[src/rtl/irq_pkg.sv]
// irq_pkg: shared definitions for the interrupt controller.
//   - register byte offsets on the handler's register port
//   - gateway state encoding
package irq_pkg;
  localparam logic [7:0] ENABLE    = 8'h00;
  localparam logic [7:0] PENDING   = 8'h04;
  localparam logic [7:0] THRESHOLD = 8'h08;
  localparam logic [7:0] CLAIM     = 8'h0C;
  localparam logic [7:0] PRIO_BASE = 8'h10;

  typedef enum logic [1:0] {IDLE, PEND, SERV} gw_state_e;
endpackage

[src/rtl/irq_ctrl_if.sv]
// irq_ctrl_if: word-addressed register port between the CPU handler and irq_ctrl.
//   reg_en/reg_we/reg_addr/reg_wdata : access request (handler -> controller)
//   reg_rdata/reg_rvalid             : registered read response (controller -> handler)
interface irq_ctrl_if;
  logic        reg_en;
  logic        reg_we;
  logic [7:0]  reg_addr;
  logic [31:0] reg_wdata;
  logic [31:0] reg_rdata;
  logic        reg_rvalid;

  modport master (output reg_en, reg_we, reg_addr, reg_wdata,
                  input  reg_rdata, reg_rvalid);
  modport slave  (input  reg_en, reg_we, reg_addr, reg_wdata,
                  output reg_rdata, reg_rvalid);
endinterface

[src/rtl/irq_gateway.sv]
// irq_gateway: per-source claim/complete gateway.
//   src      : sampled source level
//   claim    : this source won a CLAIM read this cycle
//   complete : COMPLETE written with this source's ID this cycle
//   pending  : gateway is in PEND
// A source in SERV ignores its level until completed, so a held line
// cannot flood the handler.
module irq_gateway
  import irq_pkg::*;
(
  input  logic clk,
  input  logic rst,
  input  logic src,
  input  logic claim,
  input  logic complete,
  output logic pending
);
  gw_state_e state, state_nxt;

  always_ff @(posedge clk or posedge rst)
    if (rst) state <= IDLE;
    else     state <= state_nxt;

  always_comb begin
    state_nxt = state;
    case (state)
      IDLE:    if (src)      state_nxt = PEND;
      PEND:    if (claim)    state_nxt = SERV;
      SERV:    if (complete) state_nxt = IDLE;
      default:               state_nxt = IDLE;
    endcase
  end

  assign pending = (state == PEND);
endmodule

[src/rtl/irq_ctrl.sv]
// irq_ctrl: platform interrupt controller.
//   clk, rst     : clock, asynchronous active-high reset
//   src_irq      : NSRC level-sensitive requests (ID i+1 = bit i)
//   bus          : register port (ENABLE, PENDING, THRESHOLD, CLAIM/COMPLETE, PRIORITY[i])
//   ex_interrupt : registered machine external interrupt request
// Build option IRQ_CTRL_SYNC_EN: adds a 2-flop synchronizer on every source.
module irq_ctrl
  import irq_pkg::*;
#(
  parameter int NSRC   = 4,
  parameter int PRIO_W = 3
) (
  input  logic            clk,
  input  logic            rst,
  input  logic [NSRC-1:0] src_irq,
  irq_ctrl_if.slave       bus,
  output logic            ex_interrupt
);
  localparam int ID_W = $clog2(NSRC + 1);

  logic [NSRC-1:0]             src_s, pending, claim, complete, enable;
  logic [PRIO_W-1:0]           threshold, best_prio;
  logic [NSRC-1:0][PRIO_W-1:0] prio;
  logic [ID_W-1:0]             best_id;
  logic [7:0]                  word_addr;
  logic                        rd, wr;
  logic [31:0]                 rdata_nxt;
  logic                        unused_addr;

`ifdef IRQ_CTRL_SYNC_EN
  logic [NSRC-1:0] sync_q1, sync_q2;
  always_ff @(posedge clk or posedge rst)
    if (rst) begin
      sync_q1 <= '0;
      sync_q2 <= '0;
    end else begin
      sync_q1 <= src_irq;
      sync_q2 <= sync_q1;
    end
  assign src_s = sync_q2;
`else
  assign src_s = src_irq;
`endif

  assign word_addr   = {bus.reg_addr[7:2], 2'b00};
  assign unused_addr = ^bus.reg_addr[1:0];
  assign rd          = bus.reg_en & ~bus.reg_we;
  assign wr          = bus.reg_en &  bus.reg_we;

  // Configuration registers
  always_ff @(posedge clk or posedge rst)
    if (rst) begin
      enable    <= '0;
      threshold <= '0;
      prio      <= '0;
    end else if (wr) begin
      if (word_addr == ENABLE)    enable    <= bus.reg_wdata[NSRC-1:0];
      if (word_addr == THRESHOLD) threshold <= bus.reg_wdata[PRIO_W-1:0];
      for (int i = 0; i < NSRC; i++)
        if (word_addr == PRIO_BASE + 8'(4 * i)) prio[i] <= bus.reg_wdata[PRIO_W-1:0];
    end

  // Strict '>' keeps the lowest index on a tie; any candidate beats the
  // initial best_prio of 0 because it already exceeds the threshold.
  always_comb begin
    best_id   = '0;
    best_prio = '0;
    for (int i = 0; i < NSRC; i++)
      if (pending[i] && enable[i] && prio[i] > threshold && prio[i] > best_prio) begin
        best_id   = ID_W'(i + 1);
        best_prio = prio[i];
      end
  end

  for (genvar gi = 0; gi < NSRC; gi++) begin : g_gw
    assign claim[gi]    = rd && word_addr == CLAIM && best_id == ID_W'(gi + 1);
    assign complete[gi] = wr && word_addr == CLAIM && bus.reg_wdata == 32'(gi + 1);
    irq_gateway u_gw (
      .clk      (clk),
      .rst      (rst),
      .src      (src_s[gi]),
      .claim    (claim[gi]),
      .complete (complete[gi]),
      .pending  (pending[gi])
    );
  end

  always_comb begin
    rdata_nxt = '0;
    case (word_addr)
      ENABLE:    rdata_nxt[NSRC-1:0]   = enable;
      PENDING:   rdata_nxt[NSRC-1:0]   = pending;
      THRESHOLD: rdata_nxt[PRIO_W-1:0] = threshold;
      CLAIM:     rdata_nxt[ID_W-1:0]   = best_id;
      default:
        for (int i = 0; i < NSRC; i++)
          if (word_addr == PRIO_BASE + 8'(4 * i)) rdata_nxt[PRIO_W-1:0] = prio[i];
    endcase
  end

  always_ff @(posedge clk or posedge rst)
    if (rst) begin
      bus.reg_rdata  <= '0;
      bus.reg_rvalid <= 1'b0;
      ex_interrupt   <= 1'b0;
    end else begin
      bus.reg_rvalid <= rd;
      if (rd) bus.reg_rdata <= rdata_nxt;
      ex_interrupt <= (best_id != '0);
    end
endmodule

[src/flat_wrapper.sv]
// flat-port wrapper written by rule: the top's interface ports become plain ports
module irq_ctrl_flat import irq_pkg::*;
#(
  parameter int NSRC   = 4,
  parameter int PRIO_W = 3
)
  (clk, rst, src_irq, ex_interrupt, bus_reg_en, bus_reg_we, bus_reg_addr, bus_reg_wdata, bus_reg_rdata, bus_reg_rvalid);
  irq_ctrl_if bus_i ();
  input  logic clk;
  input  logic rst;
  input  logic [NSRC-1:0] src_irq;
  output logic ex_interrupt;
  input wire logic [$bits(bus_i.reg_en)-1:0] bus_reg_en;
  input wire logic [$bits(bus_i.reg_we)-1:0] bus_reg_we;
  input wire logic [$bits(bus_i.reg_addr)-1:0] bus_reg_addr;
  input wire logic [$bits(bus_i.reg_wdata)-1:0] bus_reg_wdata;
  output wire logic [$bits(bus_i.reg_rdata)-1:0] bus_reg_rdata;
  output wire logic [$bits(bus_i.reg_rvalid)-1:0] bus_reg_rvalid;
  assign bus_i.reg_en = bus_reg_en;
  assign bus_i.reg_we = bus_reg_we;
  assign bus_i.reg_addr = bus_reg_addr;
  assign bus_i.reg_wdata = bus_reg_wdata;
  assign bus_reg_rdata = bus_i.reg_rdata;
  assign bus_reg_rvalid = bus_i.reg_rvalid;
  irq_ctrl #(.NSRC(NSRC), .PRIO_W(PRIO_W)) u_core (.clk(clk), .rst(rst), .src_irq(src_irq), .bus(bus_i), .ex_interrupt(ex_interrupt));
endmodule
[config.mk]
export PLATFORM = sky130hd
export DESIGN_NAME = irq_ctrl_flat
export DESIGN_NICKNAME = d
export VERILOG_FILES = /design/src/rtl/irq_pkg.sv /design/src/rtl/irq_ctrl_if.sv /design/src/rtl/irq_gateway.sv /design/src/rtl/irq_ctrl.sv /design/src/flat_wrapper.sv
export SDC_FILE = /design/constraint.sdc
export NUM_CORES = 1
export LEC_CHECK = 0
export BUFFER_PORTS_ARGS = -buffer_cell sky130_fd_sc_hd__buf_4
export CAP_MARGIN = 20
export CORE_AREA = 2 2 97 99
export CTS_BUF_LIST = sky130_fd_sc_hd__clkbuf_16
export CTS_CLUSTER_DIAMETER = 40
export CTS_CLUSTER_SIZE = 16
export DETAILED_ROUTE_END_ITERATION = 7
export DIE_AREA = 0 0 99 101
export GPL_TIMING_DRIVEN = 0
export SLEW_MARGIN = 20
export SYNTH_ARGS = -nofsm -noshare
export SYNTH_HDL_FRONTEND = slang
export SYNTH_HIERARCHICAL = 1
export SYNTH_SLANG_ARGS = --single-unit
[constraint.sdc]
create_clock -name clk -period 7.95 [get_ports clk]
set_input_delay 1.1925 -clock clk [delete_from_list [all_inputs] [get_ports clk]]
set_output_delay 1.1925 -clock clk [all_outputs]
set_load 0.1 [all_outputs]
==> key figures, run 1 <==
Outcome
  • Status: completed

Floorplan
  • Row Count: 35
  • Die area: 0.0100 mm²
  • Core Area: 0.00898 mm²
  • I/O pin count: 82
  • Starting Density: 28.9%
  • Die H: 101 µm
  • Chip Width: 99 µm

Clock network
  • Post-CTS sizing: 0
  • Clock slew at reported path FFs: 0.05 ns
  • Num CTS Buffers: 5
  • CTS Root Cell: clkbuf_16
  • Post-CTS Setup Inserts: 0
  • Clock sink total: 33
  • CTS tree: yes
  • Clock latency on the worst-skew pair: 0.27 ns
  • Max H-tree Level: 2
  • Clk buf depth: 2
  • Hold-fix buffers, CTS: 0

Routing
  • Routed WL per cell: 14.0 µm
  • Via count: 2152
  • Post-route ant nets: 0
  • DRC Markers: 0
  • DRT Wirelength: 6520 µm
  • DRT Pass-1 Iters: 4
  • Initial DRC Count: 87
  • Vias/cell: 4.61

Synthesis
  • Main combinational cell family by area after synthesis: simple AND/OR/NAND/NOR gates
  • Cell taking the most area after synthesis: dfrtp_1
  • Post-synth top area share: 31.8%
  • Syn avg cell area: 9.62 µm²
  • Post-synthesis xor/xnor area fraction: 0%
  • Post-Syn Instances: 270
  • Leading post-synthesis cells by cell area: dfrtp_1 32%, ha_1 10%, mux2_2 8.2%
  • Fraction of registers with async set/reset: 100%
  • Top FF cell, synth: dfrtp_1
  • Synth Area in Simple Gates: 22.1%
  • Compound-Gate Fraction of Synth Area: 11.0%
  • Ys Warns: 6
  • Synth Register Bits: 33
  • Post-Syn Area: 0.00260 mm²
  • Post-synth EDFFs: 0
  • Netlist cell types: 44
  • Multiplexer share of the synthesized area: 12.8%
  • Register area share after synthesis: 31.8%
  • Adder-Cell Fraction of Synth Area: 10.1%

Final layout
  • Number of diodes: 0
  • Nets: 424
  • P&R area growth vs syn: 30.0%
  • Register Area: 826 µm²
  • Final instance area: 0.00338 mm²
  • Fillers: 916
  • Share of cells above drive strength 1: 35.7%
  • Area of the multi-input gates: 0.00156 mm²

STA
  • Max-slew headroom: 57.1%
  • Final Hold Viols: 0
  • Period utilisation layout: 75.8%
  • Slew Viols, Final: 0
  • Slew @ Worst Pin: 0.644 ns
  • Final WS setup: 1.93 ns
  • Final TNS setup: 0 ns
  • Fmax: 166 MHz
  • Setup Viol. Count Final: 0
  • Minimum clock period: 6.02 ns
  • Clock Skews: 0.00321 ns
  • RSZ-0062 raised after global routing: false

Place
  • HPWL Detailed: 5270 µm
  • Placer Congestion: 0.867
  • # port buffers: 50
  • Placed Instance Area: 0.00321 mm²
  • Pre-CTS setup slack: 1.95 ns

Pwr
  • Comb power frac: 36.5%
  • Worst VDD drop: 98.7 µV
  • Cell Int Power: 366 µW
  • Sw Ratio: 38.0%
  • Clk network pwr share: 30.2%
  • Switching power: 224 µW
  • Power share of the sequential group: 33.3%
  • Cell Pwr Density: 175 mW/mm²
  • P_leak: 0.00163 µW

Critical path
  • CP arrival: 6.23 ns
  • Worst EP required: 8.15 ns
  • Crit-path max cell delay: 0.60 ns
  • Most used cell along the critical path: ha_1
  • Startpoint Class: register
  • Cell Chain, Critical Path: inv_1 -> ha_1 -> nor2b_1 -> o311a_4 -> and3_4 -> ha_1 -> a31oi_1 -> nand4_1 -> mux2_2 -> ha_1 -> nor2b_1 -> o21ai_0 -> a221oi_4 -> mux2_2 -> ha_1 -> nor2b_1 -> o21ai_0 -> a221oi_1 -> or3_4 -> nor3_2 -> or2b_1 -> a21oi_2
  • CP max-delay cell: a221oi_1
  • CP max FO: 7
  • Critical Path End Type: register
  • Critical path class: register to register

Global route
  • Largest net degree at the start of global routing: 26
  • Total GRT Usage: 13.5%
  • GRT overflow: 0
  • First-pass GRT wire length: 10600 µm
  • Initial antenna violation count: 0
  • Vias in the first global route: 2105

Run
  • Maxcap violations: 0

Worst hold path
  • Hold Path Class: register to register
[per-layer routing]
metal | track usage [%] | share of wire (%)
met2 | 22.1 | 49
met5 | 0 | 0
met1 | 18.4 | 46
met4 | 3.58 | 0.84
met3 | 2.64 | 4.4
[path summary, 6_finish.rpt]
kind / start / to / slack (ns) / cells past startpoint
min reg2reg: u_core/g_gw[0].u_gw/state[1] / u_core/g_gw[0].u_gw/state[0] / 0.47 / 1
max: u_core/threshold[1] / u_core/g_gw[1].u_gw/state[0] / 1.93 / 22
max in group asynchronous: rst / u_core/bus.reg_rdata[3] / 6.71 / 3
max reg2reg: u_core/threshold[1] / u_core/g_gw[1].u_gw/state[0] / 1.93 / 22
min in group asynchronous: rst / u_core/g_gw[0].u_gw/state[0] / 0.80 / 2
min: u_core/g_gw[0].u_gw/state[1] / u_core/g_gw[0].u_gw/state[0] / 0.47 / 1
[critical path: cells and delay by family (launching register included)]
kind                       cells  cell delay, ns
DFF                            1            0.40
AOI/OAI and AO/OA              7            1.94
buffers and inverters          1            0.20
and+or+nand+nor                8            1.47
adders and majority gates      4            1.13
muxes                          2            0.80
[area by class of cell]
cell class	count	area share (%)
Buffer	32	6.74
Clock buffer	5	3.71
Multi-Input combinational cell	209	46.2
Clock inverter	3	0.333
Timing Repair Buffer	51	11.9
Sequential cell	33	24.5
Tap cell	111	4.11
Inverter	23	2.56
[flip-flops by register name, indices dropped and copies added, names as in the netlist]
name,count
u_core/ex_interrupt,1
u_core/bus.reg_rvalid,1
u_core/g_gw.u_gw/state,8
u_core/threshold,3
u_core/prio,12
u_core/bus.reg_rdata,4
u_core/enable,4
[through the flow]
step | utilization, % | hold WS [ns] | cells | total power (µW)
2_1_floorplan | - | 0.443 | 297 | 362
3_3_place_gp | 35.8 | 0.457 | 458 | 408
3_5_place_dp | 35.8 | 0.468 | 458 | 412
4_1_cts | 37.3 | 0.473 | 466 | 593
5_1_grt | 37.6 | 0.488 | 467 | 623
6_report | 37.6 | 0.468 | 467 | 590
[power by group through the flow]
stage	registers, µW	clock network, µW	logic (µW)
after floorplan	218	0	144
after global placement	199	0	209
after detailed placement	199	0	213
after CTS	196	183	213
after global routing	198	192	233
final	196	178	215
[cells in the final DEF (no fill, tap or decap), drive strengths merged, types with 2 or more instances in the layout]
cell type and n:
a31oi 4, nand4 6, nor2 14, mux2i 5, o21ai 14, ha 21
or3 2, and3 2, or2b 4, o41ai 2, nor4 9, inv 25
nor3 6, buf 81, clkbuf 7, dfrtp 33, nand2 17, nand3 11
nor2b 12, nand2b 6, a21oi 7, mux4 3, mux2 19, conb 28
nor3b 2, a221oi 3, a22o 4
[cells by family after synthesis]
group	Yosys count
AOI/OAI and AO/OA	38
adders and majority gates	21
buffers and inverters	55
DFF	33
muxes	27
other	1
and+or+nand+nor	95
[cells in the mapped netlist (2+ instances only)]
| cell type | count |
|---|---|
| inv_1 | 23 |
| nor2_1 | 14 |
| a21oi_1 | 3 |
| or2b_1 | 4 |
| buf_2 | 2 |
| o21ai_0 | 14 |
| a22o_1 | 4 |
| a21oi_2 | 4 |
| a221oi_1 | 2 |
| mux2_2 | 19 |
| nand3_1 | 10 |
| nand2_1 | 17 |
| nor2b_2 | 5 |
| nor2b_1 | 7 |
| nand4_1 | 6 |
| dfrtp_1 | 33 |
| o41ai_1 | 2 |
| nor3b_2 | 2 |
| ha_1 | 21 |
| clkbuf_1 | 2 |
| nor3_1 | 5 |
| a31oi_1 | 4 |
| mux4_2 | 3 |
| nand2b_1 | 6 |
| nor4_1 | 8 |
| buf_4 | 28 |
| mux2i_1 | 5 |
(Power assumes the default switching activity.)
==> run 2, diff against run 1 <==
clock period = 5.6 ns   (was 7.95 ns; I/O delays follow)
==> key figures, run 2 (same netlist as run 1, synthesis figures left out) <==
STA
  • Fmax: 186 MHz (+12%)
  • WHS: 0.448 ns (-0.0199 ns)
  • Period utilisation layout: 95.8% (+20 points)
  • Slew @ Worst Pin: 0.611 ns (-0.0324 ns)
  • Final TNS setup: 0 ns (unchanged)
  • Final Hold Viols: 0 (unchanged)
  • Setup Viol. Count Final: 0 (unchanged)
  • RSZ-0062 raised after global routing: false
  • Clock Skews: 0.00320 ns (-0.00000219 ns)
  • Minimum clock period: 5.37 ns (-0.658 ns)
  • Slew Viols, Final: 0 (unchanged)
  • Max-slew headroom: 58.9% (+1.8 points)
  • Final WS setup: 0.234 ns (-1.69 ns)

Final layout
  • Commonest cells after routing, fill and taps aside: 81 x buf_4, 33 x dfrtp_1, 28 x conb_1
  • Share of cells above drive strength 1: 37.5% (+1.8 points)
  • Number of diodes: 0 (unchanged)
  • Commonest non-fill, non-tap cell in the layout: buf_4
  • Nets: 428 (+0.94%)
  • Max reg flops: 12 (unchanged)
  • P&R area growth vs syn: 32.6%
  • Reg with most FFs: u_core/prio
  • Biggest regs: u_core/prio x12, u_core/g_gw.u_gw/state x8
  • Fillers: 912 (-0.44%)
  • Final instance area: 0.00344 mm² (+2.0%)

Routing
  • Via count: 2155 (+0.14%)
  • Routed WL per cell: 13.9 µm (-0.26%)
  • DRT Pass-1 Iters: 4 (unchanged)
  • DRC Markers: 0 (unchanged)
  • Vias/cell: 4.58 (-0.71%)
  • DRT Wirelength: 6560 µm (+0.60%)
  • Initial DRC Count: 67 (-23%)
  • Post-route ant nets: 0 (unchanged)

Floorplan
  • I/O pin count: 82 (unchanged)
  • Chip Width: 99 µm (unchanged)
  • Die H: 101 µm (unchanged)
  • Core Area: 0.00898 mm² (unchanged)
  • Row Count: 35 (unchanged)
  • Starting Density: 28.9% (unchanged)
  • Die area: 0.0100 mm² (unchanged)

Pwr
  • P_leak: 0.00166 µW (+1.6%)
  • Tot Pwr: 851 µW (+44%)
  • Cell Pwr Density: 247 mW/mm² (+41%)
  • Worst VDD drop: 140 µV (+42%)

Critical path
  • R2R cell count: 24 (+9.1%)
  • Worst EP required: 5.76 ns (-2.39 ns)
  • Flop2flop setup slack: 0.23 ns (-1.69 ns)
  • Startpoint Class: register
  • FF-to-FF End: u_core/g_gw[0].u_gw/state[0]
  • CP arrival: 5.53 ns (-0.70 ns)
  • Critical path class: register to register
  • Critical Path End Type: register
  • CP max FO: 4 (-3)
  • FF-to-FF Start: u_core/threshold[1]

Clock network
  • CTS Root Cell: clkbuf_16
  • CTS tree: yes
  • Clock latency on the worst-skew pair: 0.27 ns (about the same)
  • Max H-tree Level: 2 (unchanged)
  • Num CTS Buffers: 5 (unchanged)
  • Clock sink total: 33 (unchanged)
  • Clk buf depth: 2 (unchanged)
  • Clock slew at reported path FFs: 0.05 ns (about the same)

Place
  • Placer Congestion: 0.867 (unchanged)
  • Pre-CTS setup slack: -0.404 ns (-2.35 ns)
  • HPWL Detailed: 5270 µm (unchanged)
  • # port buffers: 50 (unchanged)
  • Placed Instance Area: 0.00321 mm² (unchanged)

Global route
  • Vias in the first global route: 2117 (+0.57%)
  • First-pass GRT wire length: 10600 µm (+0.26%)
  • Largest net degree at the start of global routing: 26 (unchanged)
  • Initial antenna violation count: 0 (unchanged)
  • Total GRT Usage: 13.6% (+0.029 points)
  • GRT overflow: 0 (unchanged)

Worst hold path
  • Hold Path Class: input port to asynchronous set/reset pin

Run
  • Maxcap violations: 0 (unchanged)

Outcome
  • Status: completed
## run 2: cell types whose count changed in the layout (fill, tap and decap cells not counted), sizes merged
cell,change
buf,+4
## run 2: final cells by class
cell class / instances / area (µm²) / area share (%)
clock inverters: 3 / 11.3 / 0.327
plain buffers: 32 / 228 / 6.61
repair buffers: 55 / 437 / 12.7
clock buffers: 5 / 125 / 3.63
inverters: 23 / 86.3 / 2.51
flip-flops and latches: 33 / 826 / 24.0
well taps: 111 / 139 / 4.03
multi-input cells: 209 / 1590 / 46.2
## run 2: routing by layer
| layer | track usage (%) | vias up | part of all wire, % |
|---|---|---|---|
| li1 | - | 1089 | - |
| met1 | 18.3 | 1013 | 46 |
| met2 | 22.2 | 47 | 48 |
| met3 | 2.64 | 6 | 5.1 |
| met4 | 3.58 | 0 | 0.84 |
| met5 | 0 | - | 0 |
## run 2: repair_timing
action,4_1_cts,5_1_grt
hold buffers,0,0
pin swaps,2,0
resized for setup,1,7
buffers inserted,4,0
endpoints found under the setup margin,10,6
endpoints found under the hold margin,0,0
## run 2: worst max-delay path: stages (launching register included)
cell and delay [ns]:
dfrtp_1 0.39, inv_2 0.10, ha_1 0.33, nor2b_1 0.15
o311a_4 0.32, and3_4 0.19, ha_1 0.26, a31oi_1 0.16
nand4_1 0.15, buf_4 0.18, mux2_2 0.28, ha_1 0.29
nand3_1 0.09, nand4_1 0.15, a221oi_4 0.29, buf_4 0.17
mux2_2 0.33, ha_1 0.31, nand3_1 0.08, nand4_1 0.14
a221oi_4 0.06, or3_4 0.43, nor3b_2 0.22, or2b_1 0.13
a21oi_2 0.05
## run 2: how the worst max path moves through the flow
stage,from,to,slack [ns],cells past startpoint
after detailed placement,u_core/threshold[1],u_core/g_gw[1].u_gw/state[0],-0.40,22
after floorplan,u_core/threshold[1],u_core/g_gw[1].u_gw/state[0],0.41,22
final,u_core/threshold[1],u_core/g_gw[0].u_gw/state[0],0.23,24
after CTS,u_core/threshold[1],u_core/g_gw[1].u_gw/state[0],0.16,23
after global routing,u_core/threshold[1],u_core/g_gw[0].u_gw/state[0],0.001,23
after global placement,u_core/threshold[1],u_core/g_gw[1].u_gw/state[0],-0.32,22
## run 2: power breakdown
part | internal, µW | switching, µW
clock network | 160 | 93.7
logic | 108 | 211
registers | 259 | 20.1
## run 2: through the flow
step | util, % | cells
after detailed placement | 35.8 | 458
after global routing | 38.4 | 471
final | 38.4 | 471
after global placement | 35.8 | 458
after CTS | 37.7 | 470
after floorplan | - | 297
==> run 3, diff against run 2 <==
CTS_BUF_LIST = sky130_fd_sc_hd__clkbuf_8   (was sky130_fd_sc_hd__clkbuf_16)
==> key figures, run 3 (same netlist as run 1, synthesis figures left out) <==
Outcome
  • Status: completed

Critical path
  • FF-to-FF End: u_core/g_gw[0].u_gw/state[0]
  • R2R cell count: 24 (unchanged)
  • Critical Path End Type: register
  • CP max FO: 4 (unchanged)
  • Startpoint Class: register
  • Critical path class: register to register
  • Flop2flop setup slack: 0.23 ns (about the same)
  • CP arrival: 5.55 ns (+0.02 ns)
  • Worst EP required: 5.78 ns (+0.02 ns)
  • FF-to-FF Start: u_core/threshold[1]

STA
  • Minimum clock period: 5.37 ns (+0.00524 ns)
  • Period utilisation layout: 95.9% (about the same)
  • Final TNS setup: 0 ns (unchanged)
  • WHS: 0.430 ns (-0.0177 ns)
  • Final Hold Viols: 0 (unchanged)
  • Final WS setup: 0.229 ns (-0.00524 ns)
  • Fmax: 186 MHz (about the same)
  • RSZ-0062 raised after global routing: false
  • Max-slew headroom: 59.1% (+0.11 points)
  • Slew @ Worst Pin: 0.610 ns (-0.00169 ns)
  • Slew Viols, Final: 0 (unchanged)
  • Clock Skews: 0.00316 ns (-0.0000401 ns)
  • Setup Viol. Count Final: 0 (unchanged)

Pwr
  • Comb power frac: 41.6% (+4.1 points)
  • Cell Pwr Density: 226 mW/mm² (-8.4%)
  • Cell Int Power: 449 µW (-15%)
  • Sw Ratio: 41.5% (+3.3 points)
  • Worst VDD drop: 94.3 µV (-33%)
  • P_leak: 0.00164 µW (-1.2%)
  • Power share of the sequential group: 36.3% (+3.5 points)
  • Clk network pwr share: 22.2% (-7.6 points)
  • Switching power: 319 µW (-1.9%)

Run
  • Maxcap violations: 0 (unchanged)

Global route
  • Total GRT Usage: 13.5% (-0.029 points)
  • Largest net degree at the start of global routing: 26 (unchanged)
  • First-pass GRT wire length: 10600 µm (-0.20%)
  • GRT overflow: 0 (unchanged)
  • Initial antenna violation count: 0 (unchanged)
  • Vias in the first global route: 2113 (-0.19%)

Clock network
  • Clock slew at reported path FFs: 0.07 ns (+0.02 ns)
  • CTS Root Cell: clkbuf_8
  • Max H-tree Level: 2 (unchanged)
  • Num CTS Buffers: 5 (unchanged)
  • Clk buf depth: 2 (unchanged)
  • CTS tree: yes
  • Clock sink total: 33 (unchanged)
  • Clock latency on the worst-skew pair: 0.29 ns (+0.02 ns)

Final layout
  • Area of the multi-input gates: 0.00159 mm² (unchanged)
  • Final instance area: 0.00340 mm² (-1.4%)
  • Max reg flops: 12 (unchanged)
  • Commonest non-fill, non-tap cell in the layout: buf_4
  • Nets: 429 (+0.23%)
  • Number of diodes: 0 (unchanged)
  • Biggest regs: u_core/prio x12, u_core/g_gw.u_gw/state x8
  • Register Area: 826 µm² (unchanged)
  • P&R area growth vs syn: 30.7%
  • Commonest cells after routing, fill and taps aside: 82 x buf_4, 33 x dfrtp_1, 28 x conb_1
  • Share of cells above drive strength 1: 37.7% (+0.17 points)
  • Util after Layout: 37.8% (-0.54 points)
  • Fillers: 921 (+0.99%)
  • Reg with most FFs: u_core/prio

Routing
  • Post-route ant nets: 0 (unchanged)
  • Vias/cell: 4.59 (+0.25%)
  • DRT Pass-1 Iters: 4 (unchanged)
  • Routed WL per cell: 14.0 µm (+0.27%)
  • Via count: 2165 (+0.46%)
  • DRT Wirelength: 6590 µm (+0.49%)
  • Initial DRC Count: 72 (+7.5%)
  • DRC Markers: 0 (unchanged)

Floorplan
  • Die H: 101 µm (unchanged)
  • Core Area: 0.00898 mm² (unchanged)
  • I/O pin count: 82 (unchanged)
  • Die area: 0.0100 mm² (unchanged)
  • Chip Width: 99 µm (unchanged)
  • Starting Density: 28.9% (unchanged)
  • Row Count: 35 (unchanged)

Place
  • Placed Instance Area: 0.00321 mm² (unchanged)
  • Pre-CTS setup slack: -0.404 ns (unchanged)
  • Placer Congestion: 0.867 (unchanged)
  • HPWL Detailed: 5270 µm (unchanged)
  • # port buffers: 50 (unchanged)

Worst hold path
  • Hold Path Class: input port to asynchronous set/reset pin
==> run 3: changes by cell type in the layout (fill, tap and decap cells not counted) <==
cell / change
buf_4: +1
clkbuf_16: -5
clkbuf_8: +5
==> run 3: worst max-delay path by stage <==
stage / start / to / slack (ns) / cells past startpoint
2_1_floorplan: u_core/threshold[1] / u_core/g_gw[1].u_gw/state[0] / 0.41 / 22
3_3_place_gp: u_core/threshold[1] / u_core/g_gw[1].u_gw/state[0] / -0.32 / 22
3_5_place_dp: u_core/threshold[1] / u_core/g_gw[1].u_gw/state[0] / -0.40 / 22
4_1_cts: u_core/threshold[1] / u_core/g_gw[1].u_gw/state[0] / 0.16 / 23
5_1_grt: u_core/threshold[1] / u_core/g_gw[0].u_gw/state[0] / 0.02 / 23
6_report: u_core/threshold[1] / u_core/g_gw[0].u_gw/state[0] / 0.23 / 24
==> run 3: timing repair <==
action                                  4_1_cts  5_1_grt
setup buffers                                 4        1
endpoints found under the setup margin       10        6
hold buffers                                  0        0
gates resized for setup                       1        7
pin swaps                                     2        0
==> run 3: stage by stage <==
step | instances | power (µW)
2_1_floorplan | 297 | 514
3_3_place_gp | 458 | 580
3_5_place_dp | 458 | 585
4_1_cts | 470 | 761
5_1_grt | 472 | 812
6_report | 472 | 768
==> run 3: routing by layer <==
metal | track usage (%) | vias to the layer above | part of all wire [%] | wire, µm
li1 | - | 1090 | - | -
met1 | 18.2 | 1023 | 47 | 3080
met2 | 22.3 | 46 | 48 | 3180
met3 | 2.64 | 6 | 4.4 | 287
met4 | 3.58 | 0 | 0.67 | 44
met5 | 0 | - | 0 | 0
==> run 3: area by class of cell <==
type / instances / share of cell area (%)
Clock buffer: 5 / 2.03
Inverter: 23 / 2.54
Timing Repair Buffer: 56 / 13.1
Multi-Input combinational cell: 209 / 46.9
Tap cell: 111 / 4.09
Buffer: 32 / 6.71
Sequential cell: 33 / 24.3
Clock inverter: 3 / 0.332
==> run 3: critical path, stage by stage, from the launching register on <==
cell,delay [ns]
dfrtp_1,0.40
inv_2,0.13
ha_1,0.27
nor2b_1,0.15
o311a_4,0.32
and3_4,0.19
ha_1,0.26
a31oi_1,0.16
nand4_1,0.15
buf_4,0.18
mux2_2,0.28
ha_1,0.30
nand3_1,0.09
nand4_1,0.15
a221oi_4,0.30
buf_4,0.17
mux2_2,0.34
ha_1,0.31
nand3_1,0.08
nand4_1,0.14
a221oi_4,0.07
or3_4,0.43
nor3b_2,0.22
or2b_1,0.13
a21oi_2,0.05
==> run 3: power groups by stage <==
stage	Combinational [µW]	Sequential (µW)	Clock, µW
final	319	278	170
after global routing	344	281	187
after CTS	308	278	175
after detailed placement	302	283	0
after global placement	297	283	0
after floorplan	204	310	0
